==> src/rtl/zoom_auto_sequencer.sv <==
// Digital-zoom level sequencer.
// Steps the zoom level from manual up/down pulses or, in auto mode, ping-pongs between
// MIN_LEVEL and MAX_LEVEL once every DWELL_TICKS ticks. Each new level is offered to the
// scaler with a req/ack handshake; a missing ack aborts after ACK_TIMEOUT cycles, but the
// new level stays committed.
//
//   state | meaning
//   ------+------------------------------------------------------------
//   IDLE  | no handshake open; manual and auto events are accepted
//   REQ   | level_out offered to scaler, waiting for ack or timeout
module zoom_auto_sequencer #(
    parameter int LEVEL_W     = 3,
    parameter int MIN_LEVEL   = 0,
    parameter int MAX_LEVEL   = 4,
    parameter int DWELL_TICKS = 2,
    parameter int ACK_TIMEOUT = 255
) (
    input  logic               clk_50mhz,
    input  logic               rst_n,
    input  logic               tick_in,
    input  logic               auto_en,
    input  logic               man_up,
    input  logic               man_down,
    input  logic               ack,
    output logic [LEVEL_W-1:0] level_out,
    output logic               dir_up,
    output logic               req,
    output logic               timeout_err
);

    localparam int DW_W = (DWELL_TICKS > 1) ? $clog2(DWELL_TICKS) : 1;
    localparam int TO_W = $clog2(ACK_TIMEOUT);

    localparam logic [LEVEL_W:0] LV_MIN  = MIN_LEVEL[LEVEL_W:0];
    localparam logic [LEVEL_W:0] LV_MAX  = MAX_LEVEL[LEVEL_W:0];
    localparam logic [DW_W-1:0]  DW_LAST = DW_W'(DWELL_TICKS - 1);
    localparam logic [TO_W-1:0]  TO_LAST = TO_W'(ACK_TIMEOUT - 1);
    // With a single allowed level an auto step has nowhere to go.
    localparam bit               SINGLE  = (MIN_LEVEL == MAX_LEVEL);

    typedef enum logic [0:0] {
        IDLE = 1'b0,
        REQ  = 1'b1
    } state_t;

    state_t             r_state;
    logic [LEVEL_W-1:0] r_level;
    logic               r_dir_up;
    logic               r_req;
    logic               r_timeout_err;
    logic [DW_W-1:0]    r_dwell_cnt;
    logic [TO_W-1:0]    r_to_cnt;

    // Targets carry one extra bit so that 0-1 and 2^LEVEL_W-1 + 1 fall out of range.
    logic [LEVEL_W:0]   w_lvl;
    logic [LEVEL_W:0]   w_man_tgt;
    logic               w_man_ok;
    logic [LEVEL_W:0]   w_auto_tgt;
    logic               w_auto_dir;

    assign w_lvl     = {1'b0, r_level};
    assign w_man_tgt = man_up ? (w_lvl + 1'b1) : (w_lvl - 1'b1);
    assign w_man_ok  = (w_man_tgt >= LV_MIN) && (w_man_tgt <= LV_MAX);

    // Next auto-sweep level and direction, bouncing off either end of the range.
    always_comb begin
        w_auto_dir = r_dir_up;
        w_auto_tgt = r_dir_up ? (w_lvl + 1'b1) : (w_lvl - 1'b1);
        if (r_dir_up && (w_lvl == LV_MAX)) begin
            w_auto_dir = 1'b0;
            w_auto_tgt = LV_MAX - 1'b1;
        end else if (!r_dir_up && (w_lvl == LV_MIN)) begin
            w_auto_dir = 1'b1;
            w_auto_tgt = LV_MIN + 1'b1;
        end
    end

    // Sequencer FSM with registered outputs, dwell counter and handshake timeout counter.
    always_ff @(posedge clk_50mhz or negedge rst_n) begin
        if (!rst_n) begin
            r_state       <= IDLE;
            r_level       <= LV_MIN[LEVEL_W-1:0];
            r_dir_up      <= 1'b1;
            r_req         <= 1'b0;
            r_timeout_err <= 1'b0;
            r_dwell_cnt   <= '0;
            r_to_cnt      <= '0;
        end else begin
            r_timeout_err <= 1'b0;
            case (r_state)
                IDLE: begin
                    if (man_up ^ man_down) begin
                        r_dwell_cnt <= '0;
                        if (w_man_ok) begin
                            r_level <= w_man_tgt[LEVEL_W-1:0];
                            r_req   <= 1'b1;
                            r_state <= REQ;
                        end
                    end else if (man_up & man_down) begin
                        // Conflicting manual request: the whole cycle is discarded.
                        r_dwell_cnt <= r_dwell_cnt;
                    end else if (auto_en & tick_in) begin
                        if (r_dwell_cnt == DW_LAST) begin
                            r_dwell_cnt <= '0;
                            if (!SINGLE) begin
                                r_dir_up <= w_auto_dir;
                                r_level  <= w_auto_tgt[LEVEL_W-1:0];
                                r_req    <= 1'b1;
                                r_state  <= REQ;
                            end
                        end else begin
                            r_dwell_cnt <= r_dwell_cnt + 1'b1;
                        end
                    end else if (!auto_en) begin
                        r_dwell_cnt <= '0;
                    end
                end
                REQ: begin
                    if (ack) begin
                        r_req    <= 1'b0;
                        r_to_cnt <= '0;
                        r_state  <= IDLE;
                    end else if (r_to_cnt == TO_LAST) begin
                        r_req         <= 1'b0;
                        r_timeout_err <= 1'b1;
                        r_to_cnt      <= '0;
                        r_state       <= IDLE;
                    end else begin
                        r_to_cnt <= r_to_cnt + 1'b1;
                    end
                end
                default: begin
                    r_state <= IDLE;
                    r_req   <= 1'b0;
                end
            endcase
        end
    end

    assign level_out   = r_level;
    assign dir_up      = r_dir_up;
    assign req         = r_req;
    assign timeout_err = r_timeout_err;

endmodule

==> config.mk <==
export PLATFORM = sky130hd
export DESIGN_NAME = zoom_auto_sequencer
export DESIGN_NICKNAME = d
export VERILOG_FILES = /design/src/rtl/zoom_auto_sequencer.sv
export SDC_FILE = /design/constraint.sdc
export NUM_CORES = 1
export LEC_CHECK = 0
export CORE_MARGIN = 3
export CORE_UTILIZATION = 25
export CTS_BUF_LIST = sky130_fd_sc_hd__clkbuf_8
export CTS_CLUSTER_SIZE = 16
export DETAILED_ROUTE_END_ITERATION = 10
export SETUP_SLACK_MARGIN = 0.02
export SLEW_MARGIN = 20
export SYNTH_ARGS = -nofsm -noshare
export SYNTH_HDL_FRONTEND = slang
export SYNTH_SLANG_ARGS = --single-unit
==> constraint.sdc <==
create_clock -name clk_50mhz -period 1.83 [get_ports clk_50mhz]
set_input_delay 0.183 -clock clk_50mhz [delete_from_list [all_inputs] [get_ports clk_50mhz]]
set_output_delay 0.183 -clock clk_50mhz [all_outputs]
set_load 0.02 [all_outputs]
* Yosys cells after proc, flatten, opt, wreduce, memory -nomap -nowiden
Cells that the tools add are included.
W data, S select, Z words.
** Storage, ports and cells
- Bits in registers :: 16
- Input bits :: 7
- Output and inout port bits :: 6
** Cells by class
- Multiplexer cells :: 37
- Bitwise logic cells :: 6
- Reductions and logical operators :: 12
- Equality and inequality tests :: 10
- Order comparisons :: 2
- $add $sub $neg :: 4
** Operators with widths (count)
- $mux W1 :: 24
- $mux W3 :: 8
- $mux W8 :: 2
- $ne A3 B3 Y1 const B :: 4
- $reduce_and A5 Y1 :: 2
- $add A8 B1 Y8 const B :: 1
- $eq A8 B8 Y1 const B :: 1
- $reduce_and A6 Y1 :: 1
- $reduce_bool A2 Y1 :: 3
- $add A3 B1 Y4 const B :: 1
- $ge A4 B1 Y1 const B :: 1
- $le A4 B3 Y1 const B :: 1
- $logic_not A4 Y1 :: 1
- $mux W4 :: 1
- $ne A2 B2 Y1 const B :: 2
- $pmux W1 S2 :: 2
- $sub A3 B1 Y4 const B :: 1
- $eq A3 B3 Y1 const B :: 1
- $logic_and A1 B1 Y1 :: 3
- $ne A3 B1 Y1 const B :: 1
- $ne A3 B2 Y1 const B :: 1
- $not A1 Y1 :: 3
- $reduce_and A3 Y1 :: 1
- $and A1 B1 Y1 :: 2
- other kinds (3) :: 3

* Longest topological paths before layout
- Word-level depth :: 8
- Depth in mapped cells :: 8

* Worst setup path before layout
Ideal clock, no wire load.
- Kind :: flip-flop to flip-flop
- Start point :: reg r_level[0] (netlist: level_out[0])
- End point :: reg r_level[1] (netlist: level_out[1])
- Arrival :: 1.816 ns
- Period minus slack after synthesis :: 1.941 ns
- Slack :: -0.111 ns
- Cell stages (with the launch flop) :: 8
- Path buffers :: 0
- Path through :: dfrtp_1 inv_1 ha_1 mux2_4 o22ai_2 o22ai_2 nor2_4 mux2_4
** Between the ends
- Word-level cells in the longest chain between the ends :: 8
- Elaborated cells on any way between the ends :: 20
- Classes of those cells :: add/sub (2); order compare (2); eq/ne (2); mux (9); reduce/logical (5)
** RTL lines
- start: declaration :: line 47 : logic [LEVEL_W-1:0] r_level;
- start signal: assignment :: line 82 : r_level <= LV_MIN[LEVEL_W-1:0];
- start signal: assignment :: line 95 : r_level <= w_man_tgt[LEVEL_W-1:0];
- start signal: assignment :: line 107 : r_level <= w_auto_tgt[LEVEL_W-1:0];
- parallel branches: the longest is 8 deep, another holds $sub A3 B1 Y4
Parallel ways; which one is timed is not known. The select of a mux whose other input is x is not followed.
A chain may end at the register's enable or synchronous reset.

* Worst setup path after layout
Same ends and word-level chain as after synthesis.

==> flow_metrics.py <==
metrics = {
    "status": {
        "status": "finished, final reports clean",
    },
    "worst_setup_path": {
        "required_ns": 1.96,
        "worstSetupEndpoint": "level_out[1]$_DFFE_PN0P_",
        "r2r_slack_ns": 0.03,
        "rr_endpoint": "level_out[1]$_DFFE_PN0P_",
        "critPathKind": "flop to flop",
        "start_kind": "flop",
        "worstPathArrival_ns": 1.93,
        "reg2reg_depth": 6,
        "worstPathMaxFanout": 4,
        "crit_start": "level_out[0]$_DFFE_PN0P_",
        "endpoint_kind": "flop",
        "timing.rr.start": "level_out[0]$_DFFE_PN0P_",
    },
    "timing": {
        "fin_crit_ns": 1.801,
        "setup_violations": 0,
        "fin_skew_ns": 0.003337,
        "tns_ns": 0,
        "fmax_mhz": 555.2,
        "report.final.slew_viol_count": 0,
        "worst_pin_slew_ns": 0.3853,
        "slew_headroom_pct": 74.04,
        "rsz0062_at_grt": "true",
        "hold_viol_final": 0,
        "fin_ws_ns": 0.02889,
        "post-route-period-util_pct": 98.42,
    },
    "layout": {
        "multiInputGateArea_um2": 732.0,
        "antenna_cells": 0,
        "area_delta_synth_final_pct": 40.07,
        "nNetsFinal": 169,
        "fillerInstances": 412,
        "regArea_um2": 404.1,
        "drive_gt1_share_pct": 28.10,
        "layout_common_cells": "o21ai_0 (21), nand2_1 (18), dfrtp_1 (13), buf_4 (12)",
        "final_common_cell": "o21ai_0",
    },
    "cts": {
        "clkSlewWorstSetupHoldPaths_ns": 0.07,
        "htree_levels": 1,
        "cts_max_path_buffers": 2,
        "clk_latency_ns": 0.25,
        "clock-sinks": 16,
        "cts_inserted_buffers": 3,
        "cts_tree": "yes",
        "clockRootBuffer": "clkbuf_8",
    },
    "logic_synthesis": {
        "async_reset_ff_share_pct": 100.0,
        "synth_edf_count": 0,
        "synth_cells": 126,
        "synth.cell_area_um2": 1102,
        "ys_seq_area_share_pct": 36.44,
        "ys_ff_latch": 16,
        "syn_nets": 141,
        "avgSynthCellArea_um2": 8.748,
        "synthFlopType": "dfrtp_1",
        "netlist-cell-type-count": 33,
        "yosysWarnings": 0,
    },
    "floorplan": {
        "die_y_um": 72.40,
        "ios": 13,
        "start_util_pct": 26.79,
        "die-area_um2": 5242,
        "rows": 23,
        "core-area_um2": 4115,
        "die_x_um": 72.40,
    },
    "power": {
        "comb_power_share_pct": 60.5,
        "p_int_mw": 1.272,
        "power.share.clock_pct": 12.6,
        "p_leak_nw": 0.6590,
        "vdd_drop_max_uv": 554.6,
        "seqPwrFrac_pct": 27.0,
        "p_switching_mw": 0.8986,
        "p_sw_share_pct": 41.40,
        "power_density_nw_per_um2": 1406,
        "power.total_mw": 2.170,
    },
    "min_path": {
        "min-delay-path-class": "input port to async pin",
    },
    "placed_design": {
        "dp_hpwl_um": 1975,
        "io_buffers": 12,
        "pre_cts_ws_ns": -0.3618,
        "place_congestion": 0.8990,
    },
    "routing": {
        "drtIter0Drc": 31,
        "drcViolationCount": 0,
        "detail-route-antenna-nets": 0,
        "totalWireLength_um": 2694,
        "routed-via-count": 995,
        "first_pass_iters": 4,
        "viasPerCell": 4.901,
        "wl_per_cell_um": 13.27,
    },
    "grt": {
        "grt_pass1_vias": 1052,
        "antenna_found_initial": 0,
        "grt_overflow_total": 0,
        "track_usage_pct": 11.20,
        "grt_max_degree": 17,
        "grt_pass1_wl_um": 4705,
    },
    "run": {
        "maxCapViolations": 0,
    },
}
==> synthesized netlist by cell type, types with 2 or more instances <==
| master | instances | area share [%] |
|---|---|---|
| o22ai_1 | 2 | 1.1 |
| xnor2_1 | 3 | 2.4 |
| o31ai_1 | 2 | 1.4 |
| buf_2 | 2 | 0.91 |
| mux2_4 | 2 | 2.7 |
| o22ai_2 | 2 | 2.3 |
| dfrtp_1 | 15 | 34 |
| inv_1 | 13 | 4.4 |
| ha_1 | 8 | 9.1 |
| nor2_1 | 3 | 1.0 |
| and3_1 | 4 | 2.3 |
| nand4b_1 | 2 | 1.6 |
| nand3_1 | 3 | 1.4 |
| mux2i_1 | 3 | 2.7 |
| nand2_1 | 18 | 6.1 |
| a31oi_1 | 3 | 1.7 |
| o21ai_0 | 22 | 10 |
| nor3_1 | 4 | 1.8 |
==> through the flow <==
| stage | hold WS (ns) | instances | instance area [µm²] | utilization (%) |
|---|---|---|---|---|
| 2_1_floorplan | -0.1126 | 126 | 1120 | - |
| 3_3_place_gp | 0.4870 | 197 | 1375 | 33.41 |
| 3_5_place_dp | 0.5029 | 197 | 1375 | 33.41 |
| 4_1_cts | 0.2504 | 202 | 1491 | 36.24 |
| 5_1_grt | 0.2566 | 203 | 1544 | 37.52 |
| 6_report | 0.2471 | 203 | 1544 | 37.52 |
==> timing repair <==
| action | in CTS | in global routing |
|---|---|---|
| pin swaps | 3 | 5 |
| hold buffers | 0 | 0 |
| resized for setup | 10 | 12 |
| endpoints found under the hold margin | 0 | 0 |
| setup buffers | 1 | 1 |
| setup endpoints to repair | 3 | 4 |
==> sequential cells by signal (all words and copies together), names as in the netlist <==
register     count
timeout_err      1
req              1
dir_up           1
r_dwell_cnt      1
level_out        3
r_to_cnt         8
r_state          1
==> worst max-delay path: stages, from the launching register on <==
cell and delay (ns):
dfrtp_2 0.45, ha_2 0.21, mux2_4 0.30, o22ai_2 0.17, o22ai_4 0.12, nor2_4 0.13, mux2_4 0.30
==> power by group through the flow <==
stage / Combinational [mW] / Clock, mW / Sequential [mW]
2_1_floorplan: 0.663 / 0 / 0.607
3_3_place_gp: 1.05 / 0 / 0.575
3_5_place_dp: 1.07 / 0 / 0.587
4_1_cts: 1.23 / 0.290 / 0.586
5_1_grt: 1.43 / 0.303 / 0.605
6_report: 1.31 / 0.273 / 0.585
==> kinds of logic after synthesis <==
logic type                 count (synthesis)  synth area share, %
and+or+nand+nor                           40                18.96
AOI/OAI and AO/OA                         37                21.00
buffers and inverters                     17                6.697
DFF                                       16                36.44
adders and majority gates                  8                9.081
muxes                                      5                5.449
xor gates and xnor gates                   3                2.384
==> metal layers <==
| metal | wire, µm | global-route usage (%) | vias up | part of all wire, % |
|---|---|---|---|---|
| met5 | 0 | 0 | - | 0 |
| met4 | 10 | 2.869 | 0 | 0.37 |
| met3 | 91 | 3.047 | 2 | 3.4 |
| met2 | 1339 | 18.81 | 18 | 50 |
| met1 | 1254 | 14.22 | 473 | 47 |
| li1 | - | - | 502 | - |
==> how the worst min path moves through the flow <==
stage	to	from	slack [ns]	cells past startpoint
5_1_grt	r_to_cnt[0]$_DFFE_PN0P_	rst_n	0.26	2
2_1_floorplan	level_out[0]$_DFFE_PN0P_	rst_n	-0.11	0
4_1_cts	r_to_cnt[1]$_DFFE_PN0P_	rst_n	0.25	2
6_report	r_to_cnt[7]$_DFFE_PN0P_	rst_n	0.25	2
3_3_place_gp	r_to_cnt[7]$_DFFE_PN0P_	r_to_cnt[7]$_DFFE_PN0P_	0.49	1
3_5_place_dp	req$_DFFE_PN0P_	req$_DFFE_PN0P_	0.50	1
==> cell type report <==
type,instances,share of cell area [%]
multi-input combinational,93,47.41
clock buffer,3,2.674
inverter,13,3.323
sequential,16,26.18
tap,50,4.052
timing repair buffer,27,16.13
clock inverter,1,0.2431
Power figures use the tool's default switching activity.
